[config.mk]
export PLATFORM = sky130hd
export DESIGN_NAME = keypad_emulator_flat
export DESIGN_NICKNAME = d
export VERILOG_FILES = /design/src/rtl/keypad_pkg.sv /design/src/rtl/keypad_emulator_if.sv /design/src/rtl/lfsr8.sv /design/src/rtl/keypad_emulator.sv /design/src/flat_wrapper.sv
export SDC_FILE = /design/constraint.sdc
export NUM_CORES = 1
export LEC_CHECK = 0
export CORE_UTILIZATION = 50
export DETAILED_ROUTE_END_ITERATION = 10
export GPL_TIMING_DRIVEN = 0
export PLACE_DENSITY = 0.89
export SLEW_MARGIN = 20
export SYNTH_ARGS = -nofsm -noshare
export SYNTH_HDL_FRONTEND = slang
export SYNTH_HIERARCHICAL = 1
export SYNTH_SLANG_ARGS = --single-unit
[constraint.sdc]
create_clock -name clk -period 1.9 [get_ports clk]
set_input_delay 0.38 -clock clk [delete_from_list [all_inputs] [get_ports clk]]
set_output_delay 0.38 -clock clk [all_outputs]
set_load 0.02 [all_outputs]
[src/rtl/keypad_pkg.sv]
// Shared types and constants for the keypad emulator: FSM states, key field
// widths, LFSR seed/step and the idle column value.
package keypad_pkg;

   typedef enum logic [2:0] {
      IDLE,
      BOUNCE_IN,
      HOLD,
      BOUNCE_OUT,
      GAP
   } state_e;

   localparam int KEY_ROW    = 2;
   localparam int KEY_COL    = 2;
   localparam int KEY_CODE_W = KEY_ROW + KEY_COL;

   localparam logic [7:0] LFSR_SEED = 8'hA5;
   localparam logic [3:0] COL_IDLE  = 4'hF;

   // Fibonacci step for x^8+x^6+x^5+x^4+1, shifting toward the MSB.
   function automatic logic [7:0] lfsr_next(input logic [7:0] v);
      return {v[6:0], v[7] ^ v[5] ^ v[4] ^ v[3]};
   endfunction

endpackage

[src/rtl/keypad_emulator_if.sv]
// Keystroke request handshake plus the active-low row/column scan lines.
interface keypad_emulator_if;
   import keypad_pkg::*;

   logic                  key_valid;
   logic [KEY_CODE_W-1:0] key_code;
   logic [15:0]           hold_cycles;
   logic                  key_ready;
   logic [3:0]            r;
   logic [3:0]            c;
   logic                  pressed;

   modport master (
      output key_valid, key_code, hold_cycles, r,
      input  key_ready, c, pressed
   );

   modport slave (
      input  key_valid, key_code, hold_cycles, r,
      output key_ready, c, pressed
   );

endinterface

[src/rtl/lfsr8.sv]
// Free-running 8-bit Fibonacci LFSR that supplies the contact-bounce pattern.
module lfsr8
   import keypad_pkg::*;
(
   input  logic       clk,
   input  logic       reset,
   output logic [7:0] out
);

   logic [7:0] lfsr_q, lfsr_d;

   always_comb lfsr_d = lfsr_next(lfsr_q);

   // NOTE: clocked state is written only with <= so every flop samples the
   // pre-edge value of every other flop, independent of statement order.
   always_ff @(posedge clk) begin
      if (reset) lfsr_q <= LFSR_SEED;
      else       lfsr_q <= lfsr_d;
   end

   assign out = lfsr_q;

endmodule

[src/rtl/keypad_emulator.sv]
// Matrix-keypad keystroke emulator: one latched key closes onto the scanned
// row for a programmed time. Define KEYPAD_EMU_BOUNCE_EN for contact bounce.
module keypad_emulator
   import keypad_pkg::*;
#(
   parameter int BOUNCE_LEN = 64,
   parameter int GAP_CYCLES = 16
)
(
   input  logic               clk,
   input  logic               reset,
   keypad_emulator_if.slave   kif
);

   state_e                state_q, state_d;
   logic [15:0]           cnt_q, cnt_d;
   logic [KEY_CODE_W-1:0] code_q, code_d;
   logic                  contact_q, contact_d;
   logic [15:0]           hold_eff;
   logic                  cnt_last;
   logic [KEY_ROW-1:0]    row;
   logic [KEY_COL-1:0]    col;
   logic [3:0]            col_out;

   // A requested hold of zero still produces one closed cycle.
   assign hold_eff = (kif.hold_cycles == 16'd0) ? 16'd1 : kif.hold_cycles;
   assign cnt_last = (cnt_q <= 16'd1);
   assign row      = code_q[KEY_CODE_W-1:KEY_COL];
   assign col      = code_q[KEY_COL-1:0];

`ifdef KEYPAD_EMU_BOUNCE_EN
   logic [7:0]  lfsr_out;
   logic        bounce_bit;
   logic        unused_lfsr_hi;
   logic [15:0] hold_q, hold_d;

   lfsr8 u_lfsr (
      .clk   (clk),
      .reset (reset),
      .out   (lfsr_out)
   );

   assign bounce_bit     = lfsr_out[0];
   assign unused_lfsr_hi = ^lfsr_out[7:1];

   // The hold length must survive BOUNCE_IN before it is loaded.
   always_ff @(posedge clk) begin
      if (reset) hold_q <= '0;
      else       hold_q <= hold_d;
   end
`else
   localparam int unused_bounce_len = BOUNCE_LEN;
`endif

   // State register.
   always_ff @(posedge clk) begin
      if (reset) begin
         state_q   <= IDLE;
         cnt_q     <= '0;
         code_q    <= '0;
         contact_q <= 1'b0;
      end else begin
         state_q   <= state_d;
         cnt_q     <= cnt_d;
         code_q    <= code_d;
         contact_q <= contact_d;
      end
   end

   // Next-state and duration counter.
   always_comb begin
      // NOTE: every comb output gets a default first so no path can leave it
      // unassigned and infer a latch.
      state_d = state_q;
      cnt_d   = cnt_last ? cnt_q : cnt_q - 16'd1;
      code_d  = code_q;
`ifdef KEYPAD_EMU_BOUNCE_EN
      hold_d  = hold_q;
`endif
      unique case (state_q)
         IDLE: begin
            cnt_d = cnt_q;
            if (kif.key_valid) begin
               code_d  = kif.key_code;
`ifdef KEYPAD_EMU_BOUNCE_EN
               hold_d  = hold_eff;
               state_d = BOUNCE_IN;
               cnt_d   = 16'(BOUNCE_LEN);
`else
               state_d = HOLD;
               cnt_d   = hold_eff;
`endif
            end
         end
`ifdef KEYPAD_EMU_BOUNCE_EN
         BOUNCE_IN: if (cnt_last) begin
            state_d = HOLD;
            cnt_d   = hold_q;
         end
         HOLD: if (cnt_last) begin
            state_d = BOUNCE_OUT;
            cnt_d   = 16'(BOUNCE_LEN);
         end
         BOUNCE_OUT: if (cnt_last) begin
            state_d = GAP;
            cnt_d   = 16'(GAP_CYCLES);
         end
`else
         HOLD: if (cnt_last) begin
            state_d = GAP;
            cnt_d   = 16'(GAP_CYCLES);
         end
`endif
         GAP: if (cnt_last) begin
            state_d = IDLE;
            cnt_d   = '0;
         end
         default: begin
            state_d = IDLE;
            cnt_d   = '0;
         end
      endcase
   end

   // Outputs: contact registered for the state being entered, column return.
   always_comb begin
      contact_d = 1'b0;
      case (state_d)
         HOLD:                  contact_d = 1'b1;
`ifdef KEYPAD_EMU_BOUNCE_EN
         BOUNCE_IN, BOUNCE_OUT: contact_d = bounce_bit;
`endif
         default:               contact_d = 1'b0;
      endcase

      col_out = COL_IDLE;
      if (contact_q && !kif.r[row]) col_out[col] = 1'b0;
   end

   assign kif.key_ready = (state_q == IDLE);
   assign kif.pressed   = contact_q;
   assign kif.c         = col_out;

endmodule

[src/flat_wrapper.sv]
// flat-port wrapper written by rule: the top's interface ports become plain ports
module keypad_emulator_flat import keypad_pkg::*;
#(
   parameter int BOUNCE_LEN = 64,
   parameter int GAP_CYCLES = 16
)
  (clk, reset, kif_key_valid, kif_key_code, kif_hold_cycles, kif_r, kif_key_ready, kif_c, kif_pressed);
  keypad_emulator_if kif_i ();
  input  logic clk;
  input  logic reset;
  input wire logic [$bits(kif_i.key_valid)-1:0] kif_key_valid;
  input wire logic [$bits(kif_i.key_code)-1:0] kif_key_code;
  input wire logic [$bits(kif_i.hold_cycles)-1:0] kif_hold_cycles;
  input wire logic [$bits(kif_i.r)-1:0] kif_r;
  output wire logic [$bits(kif_i.key_ready)-1:0] kif_key_ready;
  output wire logic [$bits(kif_i.c)-1:0] kif_c;
  output wire logic [$bits(kif_i.pressed)-1:0] kif_pressed;
  assign kif_i.key_valid = kif_key_valid;
  assign kif_i.key_code = kif_key_code;
  assign kif_i.hold_cycles = kif_hold_cycles;
  assign kif_i.r = kif_r;
  assign kif_key_ready = kif_i.key_ready;
  assign kif_c = kif_i.c;
  assign kif_pressed = kif_i.pressed;
  keypad_emulator #(.BOUNCE_LEN(BOUNCE_LEN), .GAP_CYCLES(GAP_CYCLES)) u_core (.clk(clk), .reset(reset), .kif(kif_i));
endmodule
# After elaboration in Yosys (flattened, before gate mapping)
# Index checks and enable logic that the tools add are counted.
# classes
add_sub_neg,1
n_lt_le_gt_ge,4
eq_ne,4
mux,15
bitwise_logic,1
reduce_logical,6
# op_table
operator,n
two-way mux 16 bit,4
one-hot mux 16 bit (3 select lines),1
less-or-equal comparator 16 x 1 -> 1 bit (second input constant),1
zero test 16 bit,1
subtractor 16 x 1 -> 16 bit (second input constant),1
two-way mux 3 bit,3
one-hot mux 3 bit (3 select lines),1
equality test 3 x 2 -> 1 bit (second input constant),2
less-than comparator 2 x 3 -> 1 bit (second input constant),2
two-way mux 4 bit,1
inverter 4 bit,1
equality test 3 bit (second input constant),1
zero test 3 bit,1
two-way mux 1 bit,3
binary-select mux 1 bit (select 2 bit),1
demux 1 bit (select 2 bit),1
greater-or-equal comparator 2 x 1 -> 1 bit (second input constant),1
logical AND 1 bit,2
inequality test 2 bit (second input constant),1
AND reduction 2 bit,1
zero test 1 bit,1
# word_totals
regBits,24
inputBits,27

# Longest topological paths before layout
# Gate-level depths: netlist of the first run.
# logic_depth
ltp_word,6
depth_mapped,9
depth_no_buf,7

# Least setup slack after synthesis of the first run
# No wires, ideal clock.
# synth_path
path_type,input to output
startpoint,input kif_r[3]
endpoint,output kif_c[0]
arrival_ps,1407
required_ps,1520
path_slack_ps,113
cell_stages,3
path_cell_list,mux4_2 nand2b_1 or3_1
# synth_between
elab_chain_cells,5
# synth_lines
element,line_no,text
"start, declared",flat_wrapper.sv:14,input wire logic [$bits(kif_i.r)-1:0] kif_r;
binary-select mux 1 bit (select 2 bit),keypad_emulator.sv:137,if (contact_q && !kif.r[row]) col_out[col] = 1'b0;
two-way mux 1 bit (implied by the code),keypad_emulator.sv:137,
zero test 1 bit,keypad_emulator.sv:137,
logical AND 1 bit,keypad_emulator.sv:137,
two-way mux 4 bit,keypad_emulator.sv:137,
"end, declared",flat_wrapper.sv:16,output wire logic [$bits(kif_i.c)-1:0] kif_c;
# No other way between the ends. The select of a mux whose other input is x is not followed.

# Worst setup path after layout of the first run
# layout_path
startpoint,register u_core.code_q[2]
endpoint,output kif_c[0]
# layout_between
elab_chain_cells,5
# layout_lines
element,line_no,text
"start, declared",keypad_emulator.sv:17,"logic [KEY_CODE_W-1:0] code_q, code_d;"
"start signal, assigned",keypad_emulator.sv:65,code_q <= code_d;
binary-select mux 1 bit (select 2 bit),keypad_emulator.sv:137,
two-way mux 1 bit (implied by the code),keypad_emulator.sv:137,
zero test 1 bit,keypad_emulator.sv:137,
logical AND 1 bit,keypad_emulator.sv:137,
two-way mux 4 bit,keypad_emulator.sv:137,
# No other way between the ends. The select of a mux whose other input is x is not followed.

==> flow_metrics.env, run 1 <==
export IMPL_clockRootBuffer="clkbuf_4"
export IMPL_syn_to_final_growth_pct=33.7
export IMPL_drcViolationCount=0
export IMPL_core_um2=2760
export IMPL_grt_pass1_wl_um=6000
export IMPL_post_route_util=0.706
export IMPL_numPortBuffers=31
export IMPL_hp_class="input port to register"
export IMPL_grt_pass1_vias=1311
export IMPL_ctsLongestPathBuffers=2
export IMPL_n_antenna_cell=0
export IMPL_gp_congestion=0.827
export IMPL_ir_drop_uv=858
export IMPL_min_delay_start="kif_key_valid"
export IMPL_routed_via_density=6.01
export IMPL_layout_drive_gt1_share=0.178
export IMPL_die_x_um=55.9
export IMPL_rsz0062_at_grt="true"
export IMPL_numCtsBuffers=3
export IMPL_setup_ws_ns=-0.297
export IMPL_pin_count=33
export IMPL_ys_seq_area_frac=0.330
export IMPL_cp_end_kind="output port"
export IMPL_antenna_found_initial=0
export IMPL_synth_common_cells="dfxtp_1, nand2_1, a21oi_1"
export IMPL_timing_fmax_mhz=455
export IMPL_num_vias=1472
export IMPL_initial_core_util=0.528
export IMPL_avgSynthCellArea_um2=8.22
export IMPL_outcome="finished, violations left"
export IMPL_syn_inst=177
export IMPL_yosys_warnings=6
export IMPL_grt_max_degree=15
export IMPL_fin_crit_sh=1.16
export IMPL_synth_area_leaders="dfxtp_1, a21oi_1, nand2_1, nand3_1, o21ai_0"
export IMPL_ys_ff_latch=24
export IMPL_grt_use_total=0.246
export IMPL_drt_total_wl_um=3710
export IMPL_synth_ff_type="dfxtp_1"
export IMPL_worstSkewPairLatency_ns=0.33
export IMPL_fin_crit_ns=2.20
export IMPL_hold_viol_final=0
export IMPL_p_leak_uw=0.000755
export IMPL_synthArstFlopShare=0
export IMPL_setup_violations=4
export IMPL_syn_num_nets=206
export IMPL_finClkSkew_ns=0.00986
export IMPL_startpoint_type="register"
export IMPL_maxCapViolCount=0
export IMPL_r2r_slack_ns=0.06
export IMPL_synth_cell_types=50
export IMPL_clk_pin_slew_ns=0.14
export IMPL_cts_sinks=24
export IMPL_rows=19
export IMPL_path_class="register to output port"
export IMPL_worstPathArrival_ns=1.82
export IMPL_wire_per_inst_um=15.1
export IMPL_finalMaxSlewViolations=0
export IMPL_htreeDepth=1
export IMPL_holdWs_ns=0.448
export IMPL_floorplan_die_height_um=55.9
export IMPL_path_max_fanout=3
export IMPL_die_area_um2=3130
export IMPL_initialDrtViolationCount=56
export IMPL_worst_ep_required_time_ns=1.52
export IMPL_dp_hpwl_um=2720
export IMPL_hold_depth=3
export IMPL_grt_ovfl_total=0
export IMPL_cts_tree="built"
export IMPL_powerDensity_nw_per_um2=691
export IMPL_r2r_cells=5
export IMPL_final_net_count=244
export IMPL_r2r_end="u_core/cnt_q[9]$_SDFFE_PP0P_"
export IMPL_tns_ns=-0.945
export IMPL_synth_edff_count=0
export IMPL_dr_pass1_iters=4
export IMPL_drtAntennaViolNets=0
export IMPL_violations="setup timing"
export IMPL_whs_endpoint="u_core/code_q[3]$_SDFFE_PP0P_"
export IMPL_r2r_start="u_core/cnt_q[4]$_SDFFE_PP0P_"
export IMPL_synth_most_common_cell="dfxtp_1"
export IMPL_synth_top_area_frac=0.330
export IMPL_yosysTopAreaCell="dfxtp_1"
export IMPL_synth_area_um2=1460
what timing repair did:
action / 4_1_cts / 5_1_grt
endpoints found under the setup margin: 9 / 12
gates resized for setup: 44 / 10
pin swaps: 3 / 1
buffers inserted: 2 / 1
hold buffers: 0 / 0
cell usage in the layout, fill, tap and decap left out, types with 4 or more instances in the layout:
cell              n
clkdlybuf4s50_1  22
dfxtp_1          20
buf_6             7
a21oi_1          14
xnor2_1           5
a22oi_1           6
dfxtp_2           4
dlygate4sd2_1     4
nor4_1            4
nand3_1           9
o21ai_0          10
inv_1             7
nand2_1          17
or3_1             4
nor2_1           12
area by class of cell:
type	count	area (µm²)
Buffer	4	31.3
Clock buffer	3	22.5
Clock inverter	1	30.0
Fill cell	224	812
Inverter	9	38.8
Multi-Input combinational cell	139	965
Sequential cell	24	485
Tap cell	31	38.8
Timing Repair Buffer	34	334
through the flow:
stage               cells  area (µm²)  setup WS, ns  power [µW]
finish                245        1950        -0.297        1340
global route          245        1950        -0.358        1420
CTS                   245        1910        -0.301        1320
detailed placement    239        1800        -0.764         936
global placement      239        1800        -0.739         927
floorplan             177        1460         0.113         815
worst max-delay path: stages, from the launching register on:
cell and delay, ns:
dfxtp_2 0.36, mux4_2 0.48, nand2b_4 0.16, or3_4 0.36, buf_6 0.14
logic make-up after synthesis:
kind of cell | share of synthesized area
compound gates | 0.223
xor+xnor | 0.0482
fa+ha+maj | 0.0172
buf+inv | 0.0430
flops | 0.330
mux | 0.0224
other cells | 0.00258
simple gates | 0.314
routing by layer:
metal | vias up | track usage | wire (µm)
met3 | 10 | 0.0744 | 249
met4 | 0 | 0.0836 | 65
met5 | - | 0 | 0
met1 | 679 | 0.323 | 1610
li1 | 733 | - | -
met2 | 50 | 0.387 | 1780
worst max-delay path by stage:
stage	start	slack, ns	end	cells after the start
2_1_floorplan	kif_r[3]	0.11	kif_c[0]	3
3_3_place_gp	kif_r[3]	-0.74	kif_c[0]	5
3_5_place_dp	kif_r[2]	-0.76	kif_c[0]	5
4_1_cts	u_core/code_q[2]$_SDFFE_PP0P_	-0.30	kif_c[0]	4
5_1_grt	u_core/code_q[2]$_SDFFE_PP0P_	-0.36	kif_c[0]	4
6_report	u_core/code_q[2]$_SDFFE_PP0P_	-0.30	kif_c[0]	4
flip-flops by register name, summed over array words and instances, names as in the netlist:
register / flops
u_core/cnt_q: 16
u_core/code_q: 4
u_core/kif.pressed: 1
u_core/state_q: 3
power by group:
part | internal (µW) | switching (µW) | total, µW
registers | 531 | 43.6 | 574
clock network | 214 | 164 | 378
logic | 195 | 198 | 393
total | 939 | 406 | 1340
No activity file was read; power rests on OpenSTA's default activity.
==> run 2, diff against run 1 <==
CTS_CLUSTER_DIAMETER = 50   (was unset)
==> results of run 2 <==
No change in the layout: final DEF, timing and power equal those of run 1.
==> run 3, diff against run 2 <==
CORE_UTILIZATION = 52   (was 50)
CTS_BUF_LIST = sky130_fd_sc_hd__clkbuf_4 sky130_fd_sc_hd__clkbuf_8   (was unset)
PLACE_DENSITY = 0.91   (was 0.89)
==> run 3 against run 2 <==
The run still ends with setup timing left. Critical path depth did not move. Non-clock buffer count rose by 1. Clock power fell by 44%. First-iteration DRC count rose by 16%. Critical path type unchanged. Critical endpoint unchanged. Largest power group unchanged. Highest routed layer unchanged.
==> flow_metrics.env, run 3 (synthesis gave the netlist of run 1 again) <==
export IMPL_outcome="finished, violations left"
export IMPL_violations="setup timing"
export IMPL_maxCapViolCount=0
export IMPL_min_delay_start="u_core/code_q[2]$_SDFFE_PP0P_"
export IMPL_grt_ovfl_total=0
export IMPL_ctsLongestPathBuffers=2
export IMPL_dp_hpwl_um=2940
export IMPL_r2r_slack_ns=0.08
export IMPL_gp_congestion=0.909
export IMPL_holdWs_ns=0.483
export IMPL_grt_max_degree=13
export IMPL_hp_class="register to register"
export IMPL_hold_viol_final=0
export IMPL_worstSkewPairLatency_ns=0.30
export IMPL_numPortBuffers=31
export IMPL_n_antenna_cell=0
export IMPL_path_depth=4
export IMPL_syn_to_final_growth_pct=32.3
export IMPL_r2r_end="u_core/cnt_q[5]$_SDFFE_PP0P_"
export IMPL_finalPower_uw=1200
export IMPL_slew_headroom=0.632
export IMPL_reg_top3="u_core/cnt_q x16, u_core/code_q x4, u_core/state_q x3"
export IMPL_startpoint_type="register"
export IMPL_final_cell_mix="clkdlybuf4s50_1, dfxtp_1, nand2_1"
export IMPL_routed_via_density=6.21
export IMPL_cts_hold_buf=0
export IMPL_core_um2=2570
export IMPL_cp_end_kind="output port"
export IMPL_powerDensity_nw_per_um2=621
export IMPL_path_class="register to output port"
export IMPL_r2r_start="u_core/cnt_q[1]$_SDFFE_PP0P_"
export IMPL_max_stage_delay_ns=0.48
export IMPL_die_area_um2=3010
export IMPL_r2r_cells=7
export IMPL_num_vias=1516
export IMPL_pin_count=33
export IMPL_tightest_slew_ns=0.551
export IMPL_rsz0062_at_grt="true"
export IMPL_post_route_util=0.750
export IMPL_drt_total_wl_um=4010
export IMPL_cts_sinks=24
export IMPL_htreeDepth=1
export IMPL_critPathLaunch="u_core/code_q[2]$_SDFFE_PP0P_"
export IMPL_floorplan_die_height_um=54.9
export IMPL_antenna_found_initial=0
export IMPL_worst_ep_required_time_ns=1.52
export IMPL_regMostFlops="u_core/cnt_q"
export IMPL_path_buf_inv=1
export IMPL_drcViolationCount=0
export IMPL_fin_crit_sh=1.12
export IMPL_largest_register_ffs=16
export IMPL_setup_ws_ns=-0.222
export IMPL_endpoint="kif_c[0]"
export IMPL_wire_per_inst_um=16.4
export IMPL_cpMaxStageDelayCell="mux4_2"
export IMPL_clockRootBuffer="clkbuf_4"
export IMPL_initialDrtViolationCount=65
export IMPL_fillers=187
export IMPL_crit_family="multiplexers"
export IMPL_worstPathArrival_ns=1.74
export IMPL_dr_pass1_iters=4
export IMPL_layout_drive_gt1_share=0.168
export IMPL_path_max_fanout=3
export IMPL_fin_crit_ns=2.12
export IMPL_grt_pass1_vias=1386
export IMPL_setup_violations=4
export IMPL_p_leak_uw=0.000746
export IMPL_drtAntennaViolNets=0
export IMPL_grt_pass1_wl_um=6020
export IMPL_ir_drop_uv=407
export IMPL_numCtsBuffers=3
export IMPL_clk_pin_slew_ns=0.12
export IMPL_finalMaxSlewViolations=0
export IMPL_die_x_um=54.9
export IMPL_timing_fmax_mhz=471
export IMPL_grt_use_total=0.277
export IMPL_crit_chain="mux4_2 -> nand2b_4 -> or3_4 -> buf_6"
export IMPL_final_net_count=245
export IMPL_initial_core_util=0.567
export IMPL_finClkSkew_ns=0.00775
export IMPL_cts_tree="built"
export IMPL_rows=18
## run 3: worst min-delay path by stage
stage                                          to  slack (ns)  cells after the start
finish              u_core/code_q[2]$_SDFFE_PP0P_        0.48                      2
global route        u_core/code_q[2]$_SDFFE_PP0P_        0.50                      2
CTS                 u_core/code_q[1]$_SDFFE_PP0P_        0.48                      3
detailed placement  u_core/code_q[3]$_SDFFE_PP0P_        0.47                      2
global placement    u_core/code_q[3]$_SDFFE_PP0P_        0.45                      2
floorplan           u_core/code_q[3]$_SDFFE_PP0P_        0.44                      2
## run 3: per-layer routing
metal,GRT usage,up-vias,wire (µm)
met4,0.0750,0,42
met5,0,-,0
met1,0.348,723,1620
li1,-,732,-
met2,0.496,55,2120
met3,0.0301,6,220
## run 3: final cells by class
| cell class | count | area (µm²) | area share |
|---|---|---|---|
| buffer | 4 | 30.0 | 0.0156 |
| clock buffer | 3 | 22.5 | 0.0117 |
| inverter | 9 | 38.8 | 0.0201 |
| multi-input combinational | 139 | 972 | 0.505 |
| sequential | 24 | 483 | 0.251 |
| tap | 30 | 37.5 | 0.0195 |
| timing repair buffer | 35 | 342 | 0.177 |
## run 3: tightest hold or removal path, stage by stage, from the launching register on
cell and delay (ns):
dfxtp_2 0.34, nand2_1 0.05, a21oi_1 0.06
## run 3: where the power goes
| part | internal (µW) | switching (µW) |
|---|---|---|
| clock | 73.7 | 138 |
| sequential | 530 | 44.8 |
| combinational | 201 | 208 |
| total | 805 | 390 |
## run 3: through the flow
stage / std cells / setup WS, ns / TNS, ns / cell area [µm²]
finish: 244 / -0.222 / -0.755 / 1930
global route: 244 / -0.287 / -1.14 / 1930
CTS: 243 / -0.276 / -0.832 / 1880
detailed placement: 238 / -0.758 / -3.47 / 1800
global placement: 238 / -0.731 / -3.17 / 1800
floorplan: 177 / 0.113 / 0 / 1460
## run 3: repair_timing
item | 4_1_cts | 5_1_grt
resized for setup | 43 | 9
pin swaps | 1 | 2
gates cloned | 0 | 0
setup buffers | 2 | 2
setup endpoints to repair | 9 | 13
